$ cat config.mk
export PLATFORM = sky130hd
export DESIGN_NAME = irq_sequencer
export DESIGN_NICKNAME = d
export VERILOG_FILES = /design/src/rtl/irq_sequencer.sv
export SDC_FILE = /design/constraint.sdc
export NUM_CORES = 1
export LEC_CHECK = 0
export BUFFER_PORTS_ARGS = -buffer_cell sky130_fd_sc_hd__buf_2
export CAP_MARGIN = 25
export CORE_AREA = 2 2 44 46
export CTS_BUF_LIST = sky130_fd_sc_hd__clkbuf_16
export CTS_CLUSTER_DIAMETER = 30
export CTS_CLUSTER_SIZE = 40
export DETAILED_ROUTE_END_ITERATION = 8
export DIE_AREA = 0 0 46 48
export GPL_TIMING_DRIVEN = 1
export PLACE_DENSITY = 0.72
export SLEW_MARGIN = 5
export SYNTH_ARGS = -nofsm -noshare
export SYNTH_HDL_FRONTEND = slang
export SYNTH_SLANG_ARGS = --single-unit
$ cat constraint.sdc
create_clock -name CLK -period 1.6 [get_ports CLK]
set_input_delay 0.24 -clock CLK [delete_from_list [all_inputs] [get_ports CLK]]
set_output_delay 0.24 -clock CLK [all_outputs]
set_load 0.005 [all_outputs]
$ cat src/rtl/irq_sequencer.sv
// irq_sequencer: four-source interrupt controller driving the EPC register of the
// single-cycle MIPS core. Captures rising edges of IRQ into PENDING, masks them,
// grants one at an instruction boundary, pulses EPC_WE, waits for ERET, then
// pulses EPC_RE.
// Build option: define IRQ_ROUND_ROBIN_EN for rotating priority; otherwise the
// priority is fixed with source 0 highest.
module irq_sequencer (
  input  logic       CLK,
  input  logic       RST,
  input  logic [3:0] IRQ,
  input  logic       ACCEPT,
  input  logic       ERET,
  input  logic       MASK_WE,
  input  logic [3:0] MASK_D,
  output logic [3:0] MASK_Q,
  output logic [3:0] PENDING,
  output logic       EPC_WE,
  output logic       EPC_RE,
  output logic [1:0] EPC_ID,
  output logic       BUSY
);

  typedef enum logic [1:0] {StIdle, StVector, StService, StRestore} state_e;

  state_e     state_q, state_d;
  logic [3:0] irq_q;
  logic [3:0] pending_q, pending_d;
  logic [3:0] mask_q, mask_d;
  logic [1:0] id_q, id_d;

  logic [3:0] rise;
  logic [3:0] eligible;
  logic [1:0] win_id;
  logic       grant;
  logic [3:0] grant_clr;

  assign rise     = IRQ & ~irq_q;
  assign eligible = pending_q & ~mask_q;
  assign grant    = (state_q == StIdle) && ACCEPT && (eligible != 4'b0000);

`ifdef IRQ_ROUND_ROBIN_EN
  logic [1:0] ptr_q, ptr_d;

  // Rotating search starting at the source after the last one granted.
  always_comb begin
    logic       found;
    logic [1:0] idx;
    win_id = ptr_q;
    found  = 1'b0;
    idx    = 2'b00;
    for (int i = 0; i < 4; i++) begin
      idx = ptr_q + 2'(i);
      if (!found && eligible[idx]) begin
        win_id = idx;
        found  = 1'b1;
      end
    end
  end

  // Pointer moves only on a grant.
  always_comb begin
    ptr_d = ptr_q;
    if (grant) ptr_d = win_id + 2'd1;
  end

  // Round-robin pointer register.
  always_ff @(posedge CLK or posedge RST) begin
    if (RST) ptr_q <= 2'b00;
    else     ptr_q <= ptr_d;
  end
`else
  // Fixed priority: lowest-numbered eligible source wins.
  always_comb begin
    if      (eligible[0]) win_id = 2'd0;
    else if (eligible[1]) win_id = 2'd1;
    else if (eligible[2]) win_id = 2'd2;
    else                  win_id = 2'd3;
  end
`endif

  // Pending update; a same-cycle rising edge beats the grant clear.
  always_comb begin
    grant_clr = 4'b0000;
    if (grant) grant_clr = 4'b0001 << win_id;
    pending_d = (pending_q & ~grant_clr) | rise;
  end

  // Mask load and vector ID latch.
  always_comb begin
    mask_d = mask_q;
    if (MASK_WE) mask_d = MASK_D;
    id_d = id_q;
    if (grant) id_d = win_id;
  end

  // Sequencer next state and Moore outputs decoded from the state register.
  always_comb begin
    state_d = state_q;
    EPC_WE  = 1'b0;
    EPC_RE  = 1'b0;
    BUSY    = 1'b1;
    unique case (state_q)
      StIdle: begin
        BUSY = 1'b0;
        if (grant) state_d = StVector;
      end
      StVector: begin
        EPC_WE  = 1'b1;
        state_d = StService;
      end
      StService: begin
        if (ERET) state_d = StRestore;
      end
      StRestore: begin
        EPC_RE  = 1'b1;
        state_d = StIdle;
      end
      default: state_d = StIdle;
    endcase
  end

  // State and datapath registers.
  always_ff @(posedge CLK or posedge RST) begin
    if (RST) begin
      state_q   <= StIdle;
      irq_q     <= 4'b0000;
      pending_q <= 4'b0000;
      mask_q    <= 4'b0000;
      id_q      <= 2'b00;
    end else begin
      state_q   <= state_d;
      irq_q     <= IRQ;
      pending_q <= pending_d;
      mask_q    <= mask_d;
      id_q      <= id_d;
    end
  end

  assign MASK_Q  = mask_q;
  assign PENDING = pending_q;
  assign EPC_ID  = id_q;

endmodule

==> flow_metrics.tcl, run 1 <==
set metrics [dict create \
    yosysTopAreaCell "dfrtp_1" \
    finalHoldViolations 0 \
    drive_above_1_share 0.419 \
    grt_pass1_vias 580 \
    die_h_um 48 \
    tns_ns 0 \
    post-synth-top-count-cell "dfrtp_1" \
    clock_sinks 16 \
    hp-class "in -> async" \
    async_flop_share 1.00 \
    endpoint_kind "primary output" \
    grt_start_max_net_pins 17 \
    crit_type "reg -> out" \
    critPathMaxStageDelay_ns 0.40 \
    crit-reg2reg-launch "state_q[0]" \
    p_leak_nw 0.502 \
    drc 0 \
    fillers 150 \
    setup_viol 0 \
    fin_nets 112 \
    path_cells "inv_1, ha_1, inv_1, buf_2" \
    synthToLayoutAreaGrowth_pct 29.1 \
    grt_pass1_wl_um 2380 \
    critPathSlowestCell "dfrtp_1" \
    cp-startpoint "state_q[0]" \
    grt_use_met1 0.177 \
    hold_buffers 0 \
    ys_warn_count 0 \
    port_buffers 25 \
    drtAntennaViolNets 0 \
    antenna_found_initial 0 \
    fin_util 0.581 \
    grtUsageMet2 0.272 \
    cts_tree "yes" \
    ys.flop_type "dfrtp_1" \
    start_util 0.450 \
    worst_ep_arrival_time_ns 1.24 \
    synth_top_area_share 0.526 \
    cts_resized 0 \
    max-slew-margin-rel 0.605 \
    worst_slack_ns 0.119 \
    fin_skew_ns 0.00206 \
    worst_pin_slew_ns 0.592 \
    syn_nets 82 \
    netlist_area_um2 761 \
    drt_first_iter_violations 8 \
    dr.pass1.iters 4 \
    crit_top_cell "inv_1" \
    path_clk_slew_ns 0.04 \
    root_buffer "clkbuf_16" \
    h-tree-depth 1 \
    synthTopCellsByArea "dfrtp_1 (53%), ha_1 (6.6%), nor2b_4 (5.4%), inv_1 (4.4%), mux2_2 (4.4%)" \
    rsz0062_at_grt "no" \
    clock_latency_ns 0.24 \
    yosysSeqAreaShare 0.526 \
    cp.required_ns 1.36 \
    numCtsBuffers 3 \
    yosysUniqueCellTypes 27 \
    io_pins 26 \
    critPathMaxFanout 5 \
    wire_per_inst_um 13.2 \
    grt_most_used_layer "met2" \
    vias 596 \
    grt-ovfl-total 0 \
    viasPerCell 5.42 \
    place_hpwl_um 1130 \
    maxSlewViolCount 0 \
    finalCritPeriodShare 0.926 \
    maxCapViolations 0 \
    startpoint_type "flop" \
    post-cts-setup-buffer-count 0 \
    fin_crit_ns 1.48 \
    stdcell_count 110 \
    rows 15 \
    ys_seq_elements 16 \
    place_ws_ns 0.159 \
    synth_edf_count 0 \
    ir_drop_mv 0.897 \
    yosys-top-cells-count "dfrtp_1 (16), inv_1 (9), ha_1 (4)" \
    place_inst 107 \
    grt_use_met3 0.0453 \
    dieArea_mm2 0.00221 \
    max_freq_mhz 675 \
    insertedDiodeCount 0 \
    run_status "completed" \
    cts_buffer_depth 2 \
    track_usage 0.161 \
    core_area_mm2 0.00169 \
    gp_congestion 0.747 \
    wirelength_um 1460 \
    synth_cells 65 \
    die_w_um 46 \
    power_density_mw_per_mm2 1610 \
    synth.avg_cell_area_um2 11.7 \
]
state kept, by name, summed over array words and instances, names as in the netlist:
| register | flops |
|---|---|
| MASK_Q | 4 |
| irq_q | 4 |
| EPC_ID | 2 |
| state_q | 2 |
| PENDING | 4 |
layout make-up:
type / instances / area [um^2] / share of cell area
timing repair buffer: 25 / 125 / 0.127
sequential: 16 / 400 / 0.408
clock buffer: 3 / 75.1 / 0.0764
multi-input combinational: 39 / 323 / 0.329
inverter: 10 / 37.5 / 0.0382
tap: 17 / 21.3 / 0.0217
worst paths after layout:
check                                  end  slack [ns]  depth (start not counted)
worst max register to register  PENDING[3]        0.14                          5
worst min register to register  PENDING[2]        0.41                          1
worst min-delay path            PENDING[3]        0.06                          2
worst max-delay path                  BUSY        0.12                          4
min in group CLK                  irq_q[1]        0.12                          1
max in group asynchronous         irq_q[3]        1.16                          2
through the flow:
step	area, um^2	total power, mW	hold WS [ns]
6_report	982	1.58	0.0559
5_1_grt	982	1.69	0.116
4_1_cts	982	1.60	0.0780
3_5_place_dp	907	1.12	0.335
3_3_place_gp	907	1.10	0.334
2_1_floorplan	761	0.935	0.154
metal layers:
layer,routed length [um],up-vias
li1,-,285
met3,103,4
met4,26,0
met2,729,26
met1,598,281
met5,0,-
kinds of logic (layout without fill, tap and decap cells):
family / after synthesis / in the layout / synth area share
compound gates: 19 / 19 / 0.168
flops: 16 / 16 / 0.526
simple gates: 13 / 13 / 0.146
buf+inv: 10 / 38 / 0.0493
fa+ha+maj: 4 / 4 / 0.0658
mux: 3 / 3 / 0.0444
layout by cell type, fill, tap and decap left out, types with 2 or more instances in the layout:
cell	instances
nor2b_4	3
o21ai_1	3
mux2_2	3
o22a_1	2
o21ai_0	3
dfrtp_1	16
buf_2	25
a21oi_1	2
nand3_1	2
inv_1	9
o22ai_1	2
clkbuf_16	3
ha_1	4
report_power, final:
group,internal (mW),switching (mW)
logic,0.264,0.270
clock network,0.326,0.138
registers,0.500,0.0804
critical path: cells and delay by family (launching register included):
family                   cells  cell delay [ns]
adder cells (fa/ha/maj)      1             0.26
buffers and inverters        3             0.34
flip-flops                   1             0.40
Note: power is estimated with default switching activity, not from simulation.
==> inputs of run 2 (changes only) <==
==> constraint.sdc (replaced) <==
create_clock -name CLK -period 1.6 [get_ports CLK]
set_input_delay 0.32 -clock CLK [delete_from_list [all_inputs] [get_ports CLK]]
set_output_delay 0.32 -clock CLK [all_outputs]
set_load 0.005 [all_outputs]
==> run 2 against run 1 <==
  * Combinational power rose by 1%
  * Critical endpoint unchanged
  * Via count did not move
  * Clock skew did not move
  * Non-clock buffer count did not move
  * Final cell count did not move
  * Clock-buffer cell count did not move
  * Sequential share of layout area fell by 0.10 points
  * Clock power barely moved
  * Worst hold slack improved by 0.080 ns
  * Critical path type unchanged
==> flow_metrics.tcl, run 2 (synthesis results as in run 1) <==
set metrics [dict create \
    run_status "completed" \
    h-tree-depth 1 \
    grt_start_max_net_pins 17 \
    fillers 151 \
    place_area_um2 907 \
    max-slew-margin-rel 0.605 \
    register_area_um2 400 \
    grt_pass1_wl_um 2380 \
    startpoint_type "flop" \
    numCtsBuffers 3 \
    rsz0062_at_grt "no" \
    tns_ns 0 \
    path_clk_slew_ns 0.04 \
    die_h_um 48 \
    max_freq_mhz 658 \
    drive_above_1_share 0.430 \
    root_buffer "clkbuf_16" \
    port_buffers 25 \
    wirelength_um 1460 \
    drt_first_iter_violations 8 \
    gp_congestion 0.747 \
    fin_nets 112 \
    crit_type "reg -> out" \
    final_cell_mix "buf_2 (25), dfrtp_1 (16), inv_1 (9)" \
    multi_input_area_um2 325 \
    endpoint_kind "primary output" \
    place_inst 107 \
    p_total_mw 1.59 \
    maxSlewViolCount 0 \
    cts_tree "yes" \
    io_pins 26 \
    viasPerCell 5.42 \
    cts_buffer_depth 2 \
    synthToLayoutAreaGrowth_pct 29.4 \
    dieArea_mm2 0.00221 \
    clock_sinks 16 \
    hp-class "in -> async" \
    rows 15 \
    maxCapViolations 0 \
    stdcell_count 110 \
    drc 0 \
    cp.required_ns 1.28 \
    wire_per_inst_um 13.3 \
    place_hpwl_um 1130 \
    critPathMaxFanout 5 \
    vias 596 \
    track_usage 0.161 \
    ir_drop_mv 0.881 \
    clock_latency_ns 0.24 \
    insertedDiodeCount 0 \
    drtAntennaViolNets 0 \
    antenna_found_initial 0 \
    design_area_um2 985 \
    start_util 0.450 \
    finalHoldViolations 0 \
    fin_skew_ns 0.00206 \
    worst_ep_arrival_time_ns 1.20 \
    grt-ovfl-total 0 \
    grt_pass1_vias 580 \
    dr.pass1.iters 4 \
    fin_crit_ns 1.52 \
    core_area_mm2 0.00169 \
    finalCritPeriodShare 0.950 \
    hold_buffers 0 \
    p_leak_nw 0.500 \
    worst_pin_slew_ns 0.592 \
    layout_commonest_cell "buf_2" \
    die_w_um 46 \
    setup_viol 0 \
    power_density_mw_per_mm2 1610 \
]
## run 2: cell counts in the layout (fill, tap and decap cells not counted)
Identical to the previous run, type by type.
## run 2: where the power goes
| group | total, mW | switching, mW | internal, mW | leakage, nW |
|---|---|---|---|---|
| clock network | 0.464 | 0.138 | 0.326 | 0.0370 |
| registers | 0.581 | 0.0805 | 0.500 | 0.178 |
| logic | 0.542 | 0.271 | 0.271 | 0.285 |
| total | 1.59 | 0.490 | 1.10 | 0.500 |
## run 2: worst paths after layout
check	start	slack (ns)	depth (start not counted)	to
worst max-delay path	state_q[0]	0.08	4	BUSY
min in group CLK	IRQ[1]	0.20	1	irq_q[1]
worst max register to register	state_q[0]	0.19	5	PENDING[3]
worst min-delay path	RST	0.14	2	PENDING[3]
max in group asynchronous	RST	1.08	2	irq_q[3]
worst min register to register	irq_q[2]	0.41	1	PENDING[2]
## run 2: layout make-up
class / instances / area share
Clock buffer: 3 / 0.0762
Inverter: 10 / 0.0381
Multi-Input combinational cell: 39 / 0.330
Sequential cell: 16 / 0.407
Tap cell: 17 / 0.0216
Timing Repair Buffer: 25 / 0.127
## run 2: routing by layer
metal | vias to the layer above | GRT usage | part of all wire
met3 | 4 | 0.0453 | 0.071
met2 | 26 | 0.272 | 0.50
met4 | 0 | 0.103 | 0.018
met1 | 281 | 0.177 | 0.41
li1 | 285 | - | -
met5 | - | 0 | 0
## run 2: timing repair
| action | CTS | global route |
|---|---|---|
| gates resized for setup | 0 | 1 |
| endpoints found under the setup margin | 0 | 1 |
| buffers inserted | 0 | 0 |
## run 2: worst max-delay path, cell delays in order, from the launching register on
cell and delay, ns:
dfrtp_1 0.40, inv_1 0.12, ha_2 0.24, inv_1 0.07, buf_2 0.13
## run 2: per-stage QoR
step,worst slack [ns],hold WS (ns),util
final,0.0806,0.136,0.583
after global routing,0.00658,0.196,0.583
after CTS,0.0395,0.158,0.581
after detailed placement,0.159,0.411,0.537
after global placement,0.230,0.394,0.537
after floorplan,0.306,0.234,-
